File: src/rtl/id_ex_stage.sv
// ID/EX pipeline register with load-use hazard detection. A hazard inserts one
// bubble and holds PC and IF/ID for a cycle; a flush squashes the ID instruction.
module id_ex_stage #(
  parameter int unsigned DATA_W = 8,
  parameter int unsigned CNT_W  = 8
) (
  input  logic              clk,
  input  logic              reset,
  input  logic              valid_IF_ID,
  input  logic [2:0]        sourceAddress1_IF_ID,
  input  logic [2:0]        sourceAddress2_IF_ID,
  input  logic [2:0]        writeAddress_IF_ID,
  input  logic              regWrite_IF_ID,
  input  logic              memRead_IF_ID,
  input  logic [2:0]        aluOp_IF_ID,
  input  logic [DATA_W-1:0] readData1_IF_ID,
  input  logic [DATA_W-1:0] readData2_IF_ID,
  input  logic              flush,
  output logic              valid_ID_EX,
  output logic              regWrite_ID_EX,
  output logic              memRead_ID_EX,
  output logic [2:0]        sourceAddress1_ID_EX,
  output logic [2:0]        sourceAddress2_ID_EX,
  output logic [2:0]        writeAddress_ID_EX,
  output logic [2:0]        aluOp_ID_EX,
  output logic [DATA_W-1:0] readData1_ID_EX,
  output logic [DATA_W-1:0] readData2_ID_EX,
  output logic              stall,
  output logic [CNT_W-1:0]  stallCount
);

  typedef enum logic [0:0] {StRun, StBubble} state_e;

  state_e              state_q, state_d;
  logic                valid_q, valid_d;
  logic                reg_write_q, reg_write_d;
  logic                mem_read_q, mem_read_d;
  logic [2:0]          src1_q, src1_d;
  logic [2:0]          src2_q, src2_d;
  logic [2:0]          wr_addr_q, wr_addr_d;
  logic [2:0]          alu_op_q, alu_op_d;
  logic [DATA_W-1:0]   data1_q, data1_d;
  logic [DATA_W-1:0]   data2_q, data2_d;
  logic [CNT_W-1:0]    stall_cnt_q, stall_cnt_d;
  logic                hazard;

  // Register 0 is hardwired zero, so a load targeting it never blocks a reader.
  assign hazard = valid_IF_ID & valid_q & mem_read_q & reg_write_q & (wr_addr_q != 3'd0) &
                  ((sourceAddress1_IF_ID == wr_addr_q) | (sourceAddress2_IF_ID == wr_addr_q));

  assign stall = hazard & (state_q == StRun) & ~flush;

  always_comb begin
    state_d     = StRun;
    valid_d     = 1'b0;
    reg_write_d = 1'b0;
    mem_read_d  = 1'b0;
    src1_d      = 3'd0;
    src2_d      = 3'd0;
    wr_addr_d   = 3'd0;
    alu_op_d    = 3'd0;
    data1_d     = '0;
    data2_d     = '0;
    stall_cnt_d = stall_cnt_q;

    if (flush) begin
      state_d = StRun;
    end else if (stall) begin
      state_d = StBubble;
      if (stall_cnt_q != {CNT_W{1'b1}}) begin
        stall_cnt_d = stall_cnt_q + CNT_W'(1);
      end
    end else begin
      state_d     = StRun;
      valid_d     = valid_IF_ID;
      // An invalid instruction travels on, but must never write or load.
      reg_write_d = regWrite_IF_ID & valid_IF_ID;
      mem_read_d  = memRead_IF_ID & valid_IF_ID;
      src1_d      = sourceAddress1_IF_ID;
      src2_d      = sourceAddress2_IF_ID;
      wr_addr_d   = writeAddress_IF_ID;
      alu_op_d    = aluOp_IF_ID;
      data1_d     = readData1_IF_ID;
      data2_d     = readData2_IF_ID;
    end
  end

  always_ff @(posedge clk or posedge reset) begin
    if (reset) begin
      state_q     <= StRun;
      valid_q     <= 1'b0;
      reg_write_q <= 1'b0;
      mem_read_q  <= 1'b0;
      src1_q      <= 3'd0;
      src2_q      <= 3'd0;
      wr_addr_q   <= 3'd0;
      alu_op_q    <= 3'd0;
      data1_q     <= '0;
      data2_q     <= '0;
      stall_cnt_q <= '0;
    end else begin
      state_q     <= state_d;
      valid_q     <= valid_d;
      reg_write_q <= reg_write_d;
      mem_read_q  <= mem_read_d;
      src1_q      <= src1_d;
      src2_q      <= src2_d;
      wr_addr_q   <= wr_addr_d;
      alu_op_q    <= alu_op_d;
      data1_q     <= data1_d;
      data2_q     <= data2_d;
      stall_cnt_q <= stall_cnt_d;
    end
  end

  assign valid_ID_EX          = valid_q;
  assign regWrite_ID_EX       = reg_write_q;
  assign memRead_ID_EX        = mem_read_q;
  assign sourceAddress1_ID_EX = src1_q;
  assign sourceAddress2_ID_EX = src2_q;
  assign writeAddress_ID_EX   = wr_addr_q;
  assign aluOp_ID_EX          = alu_op_q;
  assign readData1_ID_EX      = data1_q;
  assign readData2_ID_EX      = data2_q;
  assign stallCount           = stall_cnt_q;

endmodule

File: config.mk
export PLATFORM = sky130hd
export DESIGN_NAME = id_ex_stage
export DESIGN_NICKNAME = d
export VERILOG_FILES = /design/src/rtl/id_ex_stage.sv
export SDC_FILE = /design/constraint.sdc
export NUM_CORES = 1
export LEC_CHECK = 0
export ABC_AREA = 1
export ABC_CLOCK_PERIOD_IN_PS = 2600
export CAP_MARGIN = 10
export CELL_PAD_IN_SITES_DETAIL_PLACEMENT = 1
export CELL_PAD_IN_SITES_GLOBAL_PLACEMENT = 2
export CORE_UTILIZATION = 25
export DETAILED_ROUTE_END_ITERATION = 16
export PLACE_DENSITY = 0.92
export SLEW_MARGIN = 0
export SYNTH_ARGS = -nofsm -noshare
export SYNTH_HDL_FRONTEND = slang
export SYNTH_SLANG_ARGS = --single-unit
File: constraint.sdc
create_clock -name clk -period 2.6 [get_ports clk]
set_input_delay 0.39 -clock clk [delete_from_list [all_inputs] [get_ports clk]]
set_output_delay 0.39 -clock clk [all_outputs]
set_load 0.05 [all_outputs]
# Word level (Yosys, flattened, before mapping)
# Index checks and enable logic that the tools add are counted.
[totals]
ramBits = 0
input_bits = 34
memories = 0
romBits = 0
output_inout_bits = 40
ff_bits = 40
latchBits = 0
elab_cells = 49
[op_classes]
reduce_logical = 2
n_bitwise = 12
addsub = 1
n_mul = 0
n_eq_ne = 3
muxes = 20
div = 0
order_cmp = 0
n_shift = 0
[op_table]
columns = ["operator", "n"]
rows = [
  ["8-bit two-way mux", 4],
  ["3-bit two-way mux", 8],
  ["1-bit AND", 9],
  ["8-bit by 1-bit adder with 8-bit output, second input constant", 1],
  ["1-bit two-way mux", 8],
  ["8-bit inequality test, second input constant", 1],
  ["3-bit equality test", 2],
  ["3-bit AND reduction", 1],
  ["3-bit nonzero test", 1],
  ["1-bit inverter", 2],
  ["1-bit bitwise OR", 1],
]

# Longest topological paths before layout
# Gate-level depths: netlist of the first run.
[depth]
ltp_word = 9
depth_mapped = 10
mapped_depth_nobuf = 10

# Worst setup path before layout of the first run
# OpenSTA, ideal clock, no wires.
[synth_timing]
path_kind = "register to output"
start = "reg reg_write_q, in the netlist regWrite_ID_EX"
end = "out stall"
n_path_buf = 0
t_arrival_ns = 1.369
required_time_ns = 2.210
slack_ns = 0.841
path_stages_with_launch = 5
path_cell_list = "dfrtp_1 > nand4_1 > nor3_2 > nand2_4 > inv_2"
[synth_between]
elab_chain_cells = 5
[synth_rtl]
columns = ["item", "line_no", "source"]
rows = [
  ["from (decl)", "36", "logic reg_write_q, reg_write_d;"],
  ["from (signal assigned)", "104", "reg_write_q <= reg_write_d;"],
  ["1-bit AND (3 in series)", "48", "assign hazard = valid_IF_ID & valid_q & mem_read_q & reg_write_q & (wr_addr_q != 3'd0) &"],
  ["1-bit AND (2 in series)", "51", "assign stall = hazard & (state_q == StRun) & ~flush;"],
  ["to (decl)", "28", "output logic stall,"],
]
# Every way passes these cells.

# Worst setup path after layout of the first run
[layout_timing]
start = "in flush"
end = "out stall"
[layout_between]
elab_chain_cells = 2
[layout_rtl]
columns = ["item", "line_no", "source"]
rows = [
  ["from (decl)", "18", "input logic flush,"],
  ["1-bit inverter (no source line)", "-", ""],
  ["1-bit AND", "51", ""],
]
# Every way passes these cells.

==> results of run 1 <==
[power by group through the flow]
stage | logic (µW) | clock network (µW) | registers, µW
after global placement | 256 | 0 | 668
after global routing | 273 | 637 | 660
after detailed placement | 259 | 0 | 670
after CTS | 260 | 619 | 657
after floorplan | 54.1 | 0 | 757
final | 255 | 597 | 657
[cell families (layout without fill, tap and decap cells)]
logic type	count (synthesis)	in the layout
flops	40	40
xor+xnor	2	2
fa+ha+maj	1	1
compound gates	6	6
buf+inv	49	127
simple gates	95	95
[per-layer routing]
layer  routed length [µm]  GRT usage (%)
met4                  113          6.780
met2                 2218          23.06
met5                    0              0
met3                  203          3.245
met1                 1726          14.53
[path summary, 6_finish.rpt]
kind,to,cells after the start
setup / recovery,stall,7
hold / removal,sourceAddress1_ID_EX[0],2
setup reg to reg,stallCount[0],7
hold reg to reg,stallCount[7],2
max in group asynchronous,readData1_ID_EX[7],3
min in group clk,stallCount[7],2
[synth_stat cells]
library cell   n
o21bai_1       2
buf_6          1
buf_4          2
nor3b_2        1
nand3_1        8
clkinv_1       1
nor3b_1        1
nand4_1        6
inv_1         42
ha_1           1
nand2_4        2
nor3_1         1
nand2_2        2
xor2_1         2
inv_2          3
o21ai_0        4
nor3_2         1
nand2_1       33
nand3_2        2
dfrtp_1       40
nor2_1        36
nor2_2         2
[worst max-delay path, delay by kind of cell]
family,cells,cell delay (ps)
buffers and inverters,4,910
and+or+nand+nor,3,440
[placed cells by master, fill, tap and decap left out, types with 3 or more instances in the layout]
master	instances
clkdlybuf4s50_1	72
nand3_1	8
clkbuf_8	5
inv_2	3
inv_1	41
nand4_1	6
dfrtp_1	40
nand2_1	33
nor2_1	36
o21ai_0	4
[area by class of cell]
class | count | area [µm²]
Timing Repair Buffer | 74 | 748.2
Inverter | 46 | 172.7
Sequential cell | 40 | 1001
Multi-Input combinational cell | 104 | 504.2
Tap cell | 77 | 96.34
Fill cell | 754 | 3807
Clock inverter | 2 | 60.06
Clock buffer | 5 | 68.82
[registers in the layout (all words and copies together) (netlist names), 3 cells and up]
| name | flops |
|---|---|
| sourceAddress1_ID_EX | 3 |
| stallCount | 8 |
| writeAddress_ID_EX | 3 |
| sourceAddress2_ID_EX | 3 |
| readData1_ID_EX | 8 |
| readData2_ID_EX | 8 |
| aluOp_ID_EX | 3 |
[through the flow]
step                      hold slack [ps]  power [µW]
after global routing                406.1        1570
after floorplan                     496.2       811.2
after detailed placement            495.6       928.7
after global placement              491.8       923.8
after CTS                           372.3        1536
final                               363.2        1508
==> results by group, run 1 <==
GRT
  – Number of global-route vias before repair: 1,488
  – First-pass GRT wire length: 7.162 mm
  – Total gr overflow: 0
  – Total GRT Usage: 13.06%
  – Largest net degree at the start of global routing: 32
  – Antenna violations before repair: 0

Routing
  – Vias per cell: 4.158
  – Post-route ant nets: 0
  – Routed WL: 4.262 mm
  – Routed WL per cell: 12.25 µm
  – Routed vias: 1,447
  – Pre-antenna DRT Iters: 10
  – # DRC: 4
  – DR iter-0 viols: 28

Power and ir drop
  – Sw Share: 25.45%
  – PD cells: 568.8 nW/µm²
  – Clock power frac: 39.6%
  – Int Pwr: 1124 µW
  – Worst VDD drop: 0.0002428 V
  – Psw: 383.8 µW
  – Combinational cell fraction of total power: 16.9%
  – LEAKAGE: 0.001312 µW
  – Seq pwr share: 43.5%

Yosys
  – Synth Area in XOR/XNOR: 1.028%
  – Register bit total from synthesis: 40
  – Synth Area in Compound Gates: 2.056%
  – Syn_nets: 228
  – Synth top area cells: dfrtp_1, inv_1, nor2_1
  – Synth cell types: 22
  – Mux contribution to synthesized area: 0%
  – Post-synthesis sequential area ratio: 58.74%
  – Syn avg cell area: 8.830 µm²
  – Yosys top cell by area: dfrtp_1
  – Syn. warnings: 0
  – Post-Synth Adder-Cell Area: 0.7342%
  – Yosys top cell area share: 58.74%
  – Post-Syn Area: 1704 µm²
  – Post-Synth Simple-Gate Area: 25.77%
  – Largest family of logic cells by synthesized area: simple AND/OR/NAND/NOR gates
  – Syn Inst Count: 193

Clocking
  – CTS Buf Count: 5
  – Post-CTS resize count: 0
  – Postcts setup bufs: 0
  – CTS H-Tree Depth: 2
  – Worst-Skew Late Latency: 290 ps
  – Clk buf depth: 2
  – CTS sink cnt: 40
  – Hold buffers post-CTS: 0
  – Root Driver: clkbuf_8
  – Reg clk slew, reported paths: 80 ps
  – CTS tree: yes

Placement
  – Final GP Congestion: 0.7356
  – Placed cells: 341
  – PortBufs: 73
  – Post-place setup slack: 469.5 ps
  – Post-DP HPWL: 3.265 mm
  – DP Area: 2522 µm²

Critical path
  – Worst reg2reg setup slack: 1070 ps
  – R2R Path Start: stallCount[0]
  – CP Launch Type: primary input
  – CP max stage cell: clkdlybuf4s50_1
  – Crit path cell chain: clkdlybuf4s50_1 > inv_1 > nand2_1 > nor3_2 > nand2_4 > inv_2 > buf_12
  – CP Data Required Time: 2210 ps
  – Worst Setup Path Type: primary input to primary output
  – CP Launch Point: flush
  – Worst path max stage delay: 450 ps
  – Arrival time of the worst setup path: 1740 ps
  – Critical path capture point type: primary output
  – CP max FO: 8

Hold path
  – Type of the most critical hold path: primary input to asynchronous set/reset pin

Floorplanning
  – Die width: 84.56 µm
  – FP Rows: 29
  – Die Y: 84.56 µm
  – Initial core utilization: 26.39%
  – DIE AREA: 7150 µm²
  – Core Region: 6459 µm²
  – Ports: 74

STA
  – Final setup margin: 474.3 ps
  – Slew Limit Fails: 0
  – Setup violators final: 0
  – Slew of the pin with the lowest slew margin: 557.8 ps
  – Slew headroom: 62.70%
  – Final period util: 81.76%
  – RSZ-0062 raised after global routing: false
  – Fmax: 0.4704 GHz
  – Final TNS setup: 0 ps
  – Clk_skew: 4.271 ps
  – Final min period: 2126 ps
  – Final Hold Viols: 0

Job
  – Max-cap violations: 0

Cells and area
  – Inserted Diodes: 0
  – Finished Layout Cells: 348
  – Layout cell share with drive strength beyond 1: 8.118%
  – Fin nets: 306
  – Syn-to-layout area delta: 55.58%
  – Final Cell Area: 2651 µm²
  – Final Util: 41.05%

Outcome
  – Failing checks: DRC
  – Status: finished with violations
Power figures use the tool's default switching activity.
==> run 2: changes to the inputs <==
- ABC_CLOCK_PERIOD_IN_PS: 2600 -> 1800
- CORE_UTILIZATION: 25 -> 21
- PLACE_DENSITY: 0.92 -> 0.83
- clock period: 2.6 -> 1.8 ns (I/O delays scaled with it)
==> run 2 against run 1 <==
Effect of this change: hold slack worse by 99 ps; global-route usage is 1.4 points lower; sequential share of layout area shrank 0.89 points; highest routed layer unchanged; clock power is 6.5% higher; combinational power is 53% higher; largest power group unchanged; cell count grew 9.8%; the run now ends clean; first-iteration DRC count grew 110%; utilization decreased by 6.1 points; via count increased by 1.8%.
==> results by group, run 2 (synthesis gave the netlist of run 1 again) <==
Power and ir drop
  – Worst VDD drop: 0.0003082 V
  – Tot Pwr: 1975 µW
  – LEAKAGE: 0.001371 µW
  – PD cells: 724.7 nW/µm²

Cells and area
  – Syn-to-layout area delta: 59.91%
  – Finished Layout Cells: 382
  – Inserted Diodes: 0
  – Final Util: 34.90%
  – Fin nets: 314
  – Commonest non-fill, non-tap cell in the layout: clkdlybuf4s50_1
  – Commonest non-fill, non-tap cells in the layout: clkdlybuf4s50_1, inv_1, dfrtp_1
  – Layout cell share with drive strength beyond 1: 17.86%

STA
  – Slew Limit Fails: 0
  – Final Hold Viols: 0
  – Slew headroom: 64.69%
  – Fmax: 0.5820 GHz
  – Setup violators final: 0
  – RSZ-0062 raised after global routing: false
  – Final min period: 1718 ps
  – Slew of the pin with the lowest slew margin: 528.1 ps
  – Clk_skew: 2.422 ps
  – Fin Hold WS: 264.6 ps
  – Final period util: 95.46%
  – Final TNS setup: 0 ps

GRT
  – GRT Max-Usage Layer: met2
  – Met3 GRT Util: 4.229%
  – Grt met2 use: 19.03%
  – Total GRT Usage: 11.61%
  – Total gr overflow: 0
  – Met1 usage: 13.72%
  – Number of global-route vias before repair: 1,566
  – First-pass GRT wire length: 7.576 mm
  – Largest net degree at the start of global routing: 27
  – Antenna violations before repair: 0

Clocking
  – Hold buffers post-CTS: 0
  – CTS sink cnt: 40
  – CTS H-Tree Depth: 2
  – CTS Buf Count: 5
  – CTS tree: yes
  – Root Driver: clkbuf_8
  – Clk buf depth: 2
  – Worst-Skew Late Latency: 290 ps
  – Reg clk slew, reported paths: 80 ps

Outcome
  – Status: finished, final reports clean

Routing
  – Post-route ant nets: 0
  – Vias per cell: 3.856
  – Routed WL per cell: 11.72 µm
  – # DRC: 0
  – Pre-antenna DRT Iters: 4
  – DR iter-0 viols: 58
  – Routed vias: 1,473
  – Routed WL: 4.477 mm

Critical path
  – CP max FO: 5
  – CP Data Required Time: 1530 ps
  – Critical path capture point type: primary output
  – Cell mode on critical path: nor3_2
  – CP Launch Type: register
  – Arrival time of the worst setup path: 1450 ps
  – CP max stage cell: dfrtp_2
  – Worst path max stage delay: 430 ps
  – Crit path cell chain: buf_4 > nor3_2 > nor3_2 > nand2_4 > inv_4 > buf_12
  – Worst Setup Path Type: register to primary output

Placement
  – PortBufs: 73
  – Final GP Congestion: 0.7123
  – Placed cells: 372
  – Post-DP HPWL: 3.390 mm

Hold path
  – Type of the most critical hold path: primary input to asynchronous set/reset pin

Floorplanning
  – Core Region: 7807 µm²
  – Initial core utilization: 21.83%
  – Die Y: 92.08 µm
  – Die width: 92.08 µm
  – DIE AREA: 8479 µm²
  – Ports: 74
  – FP Rows: 32

Job
  – Max-cap violations: 0
run 2: changes by cell type in the layout (fill, tap and decap cells not counted), sizes merged:
cell	previous run	this run
buf	2	24
bufinv	2	0
inv	44	45
clkbuf	5	6
clkdlybuf4s50	72	58
clkinv	2	3
run 2: path summary, 6_finish.rpt:
kind	startpoint	end	slack, ps	cells after the start
max in group asynchronous	reset	writeAddress_ID_EX[0]	1060	3
setup reg to reg	stallCount[0]	stallCount[0]	300	7
setup / recovery	writeAddress_ID_EX[2]	stall	80	6
hold / removal	reset	readData1_ID_EX[3]	260	2
hold reg to reg	stallCount[7]	stallCount[7]	510	2
min in group clk	readData2_IF_ID[5]	readData2_ID_EX[5]	490	3
run 2: cell type report:
| type | instances | area, µm² |
|---|---|---|
| multi-input cells | 104 | 514.2 |
| fillers | 924 | 5082 |
| inverters | 46 | 175.2 |
| flip-flops and latches | 40 | 1005 |
| well taps | 102 | 127.6 |
| clock inverters | 2 | 10.01 |
| repair buffers | 82 | 810.8 |
| clock buffers | 6 | 82.58 |
run 2: stage by stage:
step	setup WS (ps)	area, µm²
6_report	81.73	2725
4_1_cts	8.230	2700
3_5_place_dp	50.36	2601
3_3_place_gp	74.89	2601
5_1_grt	3.529	2725
2_1_floorplan	82.13	1704
run 2: what timing repair did:
item                                    CTS  global route
buffers inserted                          0             2
resized for setup                         2             4
endpoints found under the setup margin    1             1
run 2: power breakdown:
group	switching [µW]	internal, µW	leakage, µW
Clock	329	307	0.0000510
Sequential	15.6	933	0.000507
Combinational	229	161	0.000814
run 2: critical path: cells and delay by family, from the launching register on:
family	cells	cell delay [ps]
buffers and inverters	3	340
flip-flops	1	430
AND/OR/NAND/NOR	3	390
run 2: metal layers:
metal	up-vias	share of wire [%]
met4	0	1.7
met3	4	6.7
met1	696	43
met2	37	49
met5	-	0
li1	736	-
==> run 3: changes to the inputs <==
- PLACE_DENSITY: 0.83 -> unset
- PLACE_DENSITY_LB_ADDON: unset -> 0.1
==> run 3 against run 2 <==
Effect of this change: utilization up 0.43 points; combinational power down 1%; routed wire length is 1.8% higher; global-route usage decreased by 0.089 points; non-clock buffer count grew 3; cell area increased by 1.2%.
==> results by group, run 3 (synthesis gave the netlist of run 1 again) <==
Floorplanning
  – Ports: 74
  – Die width: 92.08 µm
  – DIE AREA: 8479 µm²
  – Initial core utilization: 21.83%
  – Core Region: 7807 µm²
  – FP Rows: 32
  – Die Y: 92.08 µm

Routing
  – Vias per cell: 3.832
  – Routed WL per cell: 11.81 µm
  – Routed WL: 4.559 mm
  – DR iter-0 viols: 38
  – Pre-antenna DRT Iters: 4
  – Routed vias: 1,479
  – # DRC: 0
  – Post-route ant nets: 0

Power and ir drop
  – Tot Pwr: 1980 µW
  – LEAKAGE: 0.001389 µW
  – PD cells: 717.6 nW/µm²
  – Worst VDD drop: 0.0002661 V

Critical path
  – CP max stage cell: dfrtp_1
  – Reg2Reg Depth: 8
  – Worst Setup Path Type: register to primary output
  – Worst path max stage delay: 380 ps
  – CP Launch Type: register
  – Worst reg2reg setup slack: 270 ps
  – Arrival time of the worst setup path: 1450 ps
  – Crit path cell chain: inv_2 > nand4_1 > nor3_2 > nand2_4 > inv_6 > buf_12
  – CP Data Required Time: 1530 ps
  – Worst Path Buf+Inv: 3
  – R2R Path Start: state_q
  – CP max FO: 4
  – Delay-heaviest family, CP: simple AND/OR/NAND/NOR gates
  – Critical path capture point type: primary output
  – Reg2reg end: stallCount[5]

STA
  – Slew headroom: 65.19%
  – Final period util: 95.44%
  – Setup violators final: 0
  – Final Hold Viols: 0
  – RSZ-0062 raised after global routing: false
  – Clk_skew: 3.455 ps
  – Final min period: 1718 ps
  – Slew Limit Fails: 0
  – Fmax: 0.5821 GHz
  – Slew of the pin with the lowest slew margin: 520.6 ps
  – Final TNS setup: 0 ps

Clocking
  – Root Driver: clkbuf_8
  – CTS H-Tree Depth: 2
  – Reg clk slew, reported paths: 80 ps
  – CTS sink cnt: 40
  – Worst-Skew Late Latency: 290 ps
  – Clk buf depth: 2
  – CTS Buf Count: 5
  – CTS tree: yes
  – Hold buffers post-CTS: 0

Placement
  – Post-DP HPWL: 3.326 mm
  – Final GP Congestion: 0.6944
  – PortBufs: 73

GRT
  – Number of global-route vias before repair: 1,584
  – Total GRT Usage: 11.52%
  – Total gr overflow: 0
  – Antenna violations before repair: 1
  – First-pass GRT wire length: 7.576 mm
  – Largest net degree at the start of global routing: 41

Hold path
  – Type of the most critical hold path: primary input to asynchronous set/reset pin

Cells and area
  – Layout cell share with drive strength beyond 1: 19.43%
  – Commonest non-fill, non-tap cell in the layout: clkdlybuf4s50_1
  – Fin nets: 317
  – Commonest non-fill, non-tap cells in the layout: clkdlybuf4s50_1, inv_1, dfrtp_1
  – Syn-to-layout area delta: 61.89%

Outcome
  – Status: finished, final reports clean

Job
  – Max-cap violations: 0
==> run 3: worst max path at each step <==
stage / endpoint / start / cells after the start / slack [ps]
final: stall / state_q / 6 / 80
after global routing: stall / state_q / 6 / 5
after CTS: stall / writeAddress_ID_EX[0] / 8 / 30
after detailed placement: stall / valid_IF_ID / 6 / -6
after global placement: stall / valid_IF_ID / 6 / 30
after floorplan: stallCount[0] / stallCount[0] / 7 / 80
==> run 3: per-layer routing <==
layer	routed length (µm)	global-route usage, %
met5	0	0
met4	29	3.125
met3	476	6.053
met2	2127	18.41
met1	1926	13.45
==> run 3: cell type report <==
| type | instances | area, µm² |
|---|---|---|
| fillers | 931 | 5049 |
| flip-flops and latches | 40 | 1003 |
| repair buffers | 85 | 830.8 |
| multi-input cells | 104 | 519.2 |
| inverters | 46 | 177.7 |
| well taps | 102 | 127.6 |
| clock buffers | 6 | 82.58 |
| clock inverters | 2 | 15.01 |
| diodes | 1 | 2.502 |
==> run 3: where the power goes <==
group	leakage [µW]	internal (µW)	switching, µW
combinational	0.000838	158	228
sequential	0.000508	933	16.2
clock	0.0000434	311	333
total	0.00139	1400	578
==> run 3: tightest hold or removal path, stage by stage <==
cell             delay, ps
clkdlybuf4s50_1        400
clkinv_1                80
buf_12                 240
==> run 3: what timing repair did <==
action                                  in CTS  in global routing
resized for setup                            3                  6
endpoints found under the setup margin       1                  1
pin swaps                                    0                  3
setup buffers                                0                  5
==> run 3: stage by stage <==
stage               setup WS (ps)  utilization (%)  hold WS [ps]  cell area (µm²)  cells
global placement            27.13            33.25         497.3             2596    372
global route                4.889            35.34         363.7             2759    386
detailed placement         -5.655            33.25         513.5             2596    372
CTS                         27.66            34.62         322.9             2703    380
floorplan                   82.13                -         376.2             1704    193
finish                      81.99            35.34         320.9             2759    386
